==> src/rtl/equalize_lut_loader.sv <==
`default_nettype none
// ============================================================================
//  Module   : equalize_lut_loader
//  Purpose  : Streams histogram-equalisation quotient lines from scratch memory
//             into a 256-entry LUT, eight saturated 8-bit bins per line.
//  Revision : 1.0  initial release
// ============================================================================
module equalize_lut_loader #(
    parameter logic [15:0] BASE_ADDR = 16'd128,
    parameter int          NUM_LINES = 32
) (
    input  logic         clk,
    input  logic         reset,
    input  logic         enable,
    output logic [15:0]  sc_mem_rd_addr,
    input  logic [127:0] sc_mem_rd_data,
    input  logic         lut_ready,
    output logic         lut_wt_en,
    output logic [7:0]   lut_wt_addr,
    output logic [7:0]   lut_wt_data,
    output logic         busy,
    output logic         lut_done
);

    typedef enum logic [2:0] {
        S_IDLE     = 3'd0,
        S_ISSUE_RD = 3'd1,
        S_RD_WAIT1 = 3'd2,
        S_RD_WAIT2 = 3'd3,
        S_CAPTURE  = 3'd4,
        S_SHIFT    = 3'd5,
        S_COMPLETE = 3'd6
    } state_t;

    localparam logic [4:0] LAST_LINE = 5'(NUM_LINES - 1);

    state_t        state_q,    state_d;
    logic [15:0]   rd_addr_q,  rd_addr_d;
    logic [4:0]    line_idx_q, line_idx_d;
    logic [2:0]    lane_q,     lane_d;
    logic [127:0]  line_buf_q, line_buf_d;
    logic          wt_en_q,    wt_en_d;
    logic [7:0]    wt_addr_q,  wt_addr_d;
    logic [7:0]    wt_data_q,  wt_data_d;
    logic          done_q,     done_d;

    logic [15:0]   w_lane_val;
    logic [7:0]    w_sat;

    assign w_lane_val = line_buf_q[{lane_q, 4'b0000} +: 16];
    assign w_sat      = (w_lane_val[15:8] == 8'd0) ? w_lane_val[7:0] : 8'hFF;

    always_comb begin
        state_d    = state_q;
        rd_addr_d  = rd_addr_q;
        line_idx_d = line_idx_q;
        lane_d     = lane_q;
        line_buf_d = line_buf_q;
        wt_en_d    = 1'b0;
        wt_addr_d  = wt_addr_q;
        wt_data_d  = wt_data_q;
        done_d     = 1'b0;

        case (state_q)
            S_IDLE: begin
                if (enable) begin
                    state_d    = S_ISSUE_RD;
                    rd_addr_d  = BASE_ADDR;
                    line_idx_d = 5'd0;
                    lane_d     = 3'd0;
                end
            end
            S_ISSUE_RD: state_d = S_RD_WAIT1;
            S_RD_WAIT1: state_d = S_RD_WAIT2;
            S_RD_WAIT2: state_d = S_CAPTURE;
            S_CAPTURE: begin
                line_buf_d = sc_mem_rd_data;
                lane_d     = 3'd0;
                state_d    = S_SHIFT;
            end
            S_SHIFT: begin
                // Backpressure simply holds lane and buffer; no write is issued.
                if (lut_ready) begin
                    wt_en_d   = 1'b1;
                    wt_addr_d = {line_idx_q, lane_q};
                    wt_data_d = w_sat;
                    lane_d    = lane_q + 3'd1;
                    if (lane_q == 3'd7) begin
                        if (line_idx_q < LAST_LINE) begin
                            rd_addr_d  = rd_addr_q + 16'd1;
                            line_idx_d = line_idx_q + 5'd1;
                            state_d    = S_ISSUE_RD;
                        end else begin
                            state_d = S_COMPLETE;
                        end
                    end
                end
            end
            S_COMPLETE: begin
                // Registered, so the pulse lands one cycle after the final write strobe.
                done_d  = 1'b1;
                state_d = S_IDLE;
            end
            default: state_d = S_IDLE;
        endcase
    end

    always_ff @(posedge clk) begin
        if (reset) begin
            state_q    <= S_IDLE;
            rd_addr_q  <= BASE_ADDR;
            line_idx_q <= 5'd0;
            lane_q     <= 3'd0;
            line_buf_q <= '0;
            wt_en_q    <= 1'b0;
            wt_addr_q  <= 8'd0;
            wt_data_q  <= 8'd0;
            done_q     <= 1'b0;
        end else begin
            state_q    <= state_d;
            rd_addr_q  <= rd_addr_d;
            line_idx_q <= line_idx_d;
            lane_q     <= lane_d;
            line_buf_q <= line_buf_d;
            wt_en_q    <= wt_en_d;
            wt_addr_q  <= wt_addr_d;
            wt_data_q  <= wt_data_d;
            done_q     <= done_d;
        end
    end

    assign sc_mem_rd_addr = rd_addr_q;
    assign lut_wt_en      = wt_en_q;
    assign lut_wt_addr    = wt_addr_q;
    assign lut_wt_data    = wt_data_q;
    assign lut_done       = done_q;
    assign busy           = (state_q != S_IDLE);

endmodule
`default_nettype wire

==> config.mk <==
export PLATFORM = sky130hd
export DESIGN_NAME = equalize_lut_loader
export DESIGN_NICKNAME = d
export VERILOG_FILES = /design/src/rtl/equalize_lut_loader.sv
export SDC_FILE = /design/constraint.sdc
export NUM_CORES = 1
export LEC_CHECK = 0
export CAP_MARGIN = 10
export CORE_ASPECT_RATIO = 1.2
export CORE_UTILIZATION = 49
export CTS_CLUSTER_SIZE = 14
export DETAILED_ROUTE_END_ITERATION = 10
export GPL_TIMING_DRIVEN = 0
export PLACE_DENSITY_LB_ADDON = 0.15
export SLEW_MARGIN = 10
export SYNTH_ARGS = -nofsm -noshare
export SYNTH_HDL_FRONTEND = slang
export SYNTH_SLANG_ARGS = --single-unit
==> constraint.sdc <==
create_clock -name clk -period 4.09 [get_ports clk]
set_input_delay 0.409 -clock clk [delete_from_list [all_inputs] [get_ports clk]]
set_output_delay 0.409 -clock clk [all_outputs]
set_load 0.05 [all_outputs]
==> results.cfg <==
[status]
status = complete, but fails checks
violations = DRC

[timing]
clock_skew_ns = 0.0105
maxSlewHeadroom = 0.523
max_clock_freq_mhz = 404
hold_violations = 0
worstMarginPinSlew_ns = 0.715
rsz0062_at_grt = no
fin_ws_ns = 1.61
finalSetupViolCount = 0
fin_tns_setup_ns = 0
period_share = 0.605
period_minus_slack_ns = 2.48
drv_slew = 0
whs_ns = 0.453

[placed_design]
place_ws_ns = 1.94
dp_hpwl_um = 14000
portBuffers = 166
gp_congestion = 0.804
place_inst = 1175
dpl_cell_area_um2 = 8870

[final_layout]
fin_area_um2 = 9450
antenna_cells = 0
drive_gt1_frac = 0.0569
final_common_cell = nand2_1
nets = 1159
multi_input_area_um2 = 3220
most-common-layout-cells = 278 x nand2_1, 173 x dfxtp_1, 166 x clkdlybuf4s50_1
layout.area.seq_um2 = 3460
area_delta_synth_final_pct = 35.2
post-route-util = 0.681
fin_cells = 1207
num-fill-cells = 1164

[detailed_routing]
drt_iter0_drc = 363
vias_per_cell = 5.33
detail-route-antenna-nets = 0
num_vias = 6433
drt-pass1-iter-count = 8
post-route-drc-count = 23
wirelength_um = 18900
wl_per_cell_um = 15.7

[floorplanning]
die_area_um2 = 14700
die-width_um = 111
coreArea_um2 = 13900
start_util = 0.504
row_count = 47
die_h_um = 133
io_pins = 167

[grt]
grtUsageMet2 = 0.460
grtUsageMet1 = 0.319
grt_pass1_vias = 6128
use_met3 = 0.0628
grt_max_degree = 17
grt_usage = 0.266
overflow = 0
busiest_layer = met2
antenna_found_initial = 0
grt_pass1_wl_um = 30100

[power_and_ir_drop]
power_density_nw_per_um2 = 389
p_total_mw = 3.68
leakage_nw = 3.13
peakVddDrop_mv = 0.275

[worst_setup_path]
rr_worst_depth = 6
setup.worst_path.start_class = register
critical_path_class = reg -> out
path_cells = buf_2 > or3_1 > clkdlybuf4s50_1
crit_slowest_cell = clkdlybuf4s50_1
cp-end-kind = primary output
worstPathRequired_ns = 3.68
worst_ep_arrival_time_ns = 2.07
slowest_delay_ns = 0.73
worstPathMaxFanout = 10
ff2ff_setup_slack_ns = 1.90

[clock_network]
cts.reportedPaths.clkPinSlew_ns = 0.06
cts.htree.levels = 4
cts_tree = yes
root_buffer = clkbuf_16
cts.sinks = 173
cts.hold.buffers_added = 0
cts-buffers-inserted = 17
post_cts_resized = 0
clk_path_buf_depth = 2
post-cts-setup-buffers = 0
clock_latency_ns = 0.43

[job]
max_cap_violations = 0

[synthesis]
syn_area_um2 = 6990
yosys_warnings = 0
syn-mean-instance-area_um2 = 8.34
synth_edf_count = 0
synth-seq-area-share = 0.495
syn_inst = 838
ys_async_sr_fraction = 0
synth_fp_nets = 974
synth_cell_type_count = 42
ys.flop_type = dfxtp_1
synth_seq_cells = 173

[worst_hold_path]
hold_path.class = reg -> reg
holdPathStages = 2
[worst max-delay path, delay by kind of cell (launching register included)]
| family | cells | cell delay (ns) |
|---|---|---|
| buffers and inverters | 2 | 0.89 |
| DFF | 1 | 0.29 |
| and+or+nand+nor | 1 | 0.46 |
[final cells by class]
cell class,instances,share of cell area
Timing Repair Buffer,166,0.176
Inverter,3,0.00119
Tap cell,171,0.0226
Multi-Input combinational cell,597,0.341
Clock buffer,19,0.0469
Sequential cell,173,0.366
Buffer,65,0.0312
Clock inverter,13,0.0150
[sequential cells by signal, summed over array words and instances (netlist names)]
| name | cells |
|---|---|
| lut_done | 1 |
| state_q | 3 |
| lut_wt_data | 8 |
| line_idx_q | 5 |
| sc_mem_rd_addr | 16 |
| lane_q | 3 |
| line_buf_q | 128 |
| lut_wt_addr | 8 |
| lut_wt_en | 1 |
[per-layer routing]
layer,wire (µm),part of all wire,vias to the layer above
met3,1240,0.066,30
met4,386,0.020,0
met2,9270,0.49,213
li1,-,-,3216
met5,0,0,-
met1,8000,0.42,2974
[synthesized netlist by cell type, types with 3 or more instances]
| cell type | instances | area (µm²) |
|---|---|---|
| a21oi_1 | 142 | 711 |
| a311oi_1 | 8 | 70.1 |
| and2_1 | 5 | 31.3 |
| buf_1 | 3 | 11.3 |
| buf_2 | 10 | 50.1 |
| clkbuf_1 | 47 | 176 |
| dfxtp_1 | 173 | 3460 |
| ha_1 | 4 | 50.1 |
| inv_1 | 3 | 11.3 |
| mux2i_1 | 9 | 90.1 |
| mux4_1 | 6 | 158 |
| mux4_2 | 10 | 225 |
| nand2_1 | 278 | 1040 |
| nand2b_1 | 3 | 18.8 |
| nand3_1 | 8 | 40.0 |
| nand4_1 | 7 | 43.8 |
| nor2_1 | 39 | 146 |
| nor3_1 | 8 | 40.0 |
| nor4_1 | 10 | 62.6 |
| nor4b_1 | 4 | 35.0 |
| o2111ai_1 | 9 | 78.8 |
| o211ai_1 | 7 | 52.6 |
| o21ai_1 | 3 | 15.0 |
| xor2_1 | 18 | 158 |
[power by group]
part           leakage, nW  internal, mW  switching [mW]
Clock                0.268         0.917           0.676
Sequential            1.40          1.72          0.0222
Combinational         1.47         0.173           0.169
Total                 3.13          2.81           0.867
[cell families after synthesis]
logic type,share of synthesized area
DFF,0.495
muxes,0.0693
AOI/OAI and AO/OA,0.138
adders and majority gates,0.00716
xor gates and xnor gates,0.0238
buffers and inverters,0.0439
and+or+nand+nor,0.223
[final timing paths]
kind,startpoint,end
worst max register to register,lane_q[2]$_SDFFE_PP0P_,lut_wt_data[5]$_SDFFE_PP0P_
worst min register to register,line_buf_q[64]$_SDFFE_PP0P_,line_buf_q[64]$_SDFFE_PP0P_
worst max-delay path,state_q[2]$_SDFFE_PP0P_,busy
worst min-delay path,line_buf_q[64]$_SDFFE_PP0P_,line_buf_q[64]$_SDFFE_PP0P_
(Power assumes the default switching activity.)
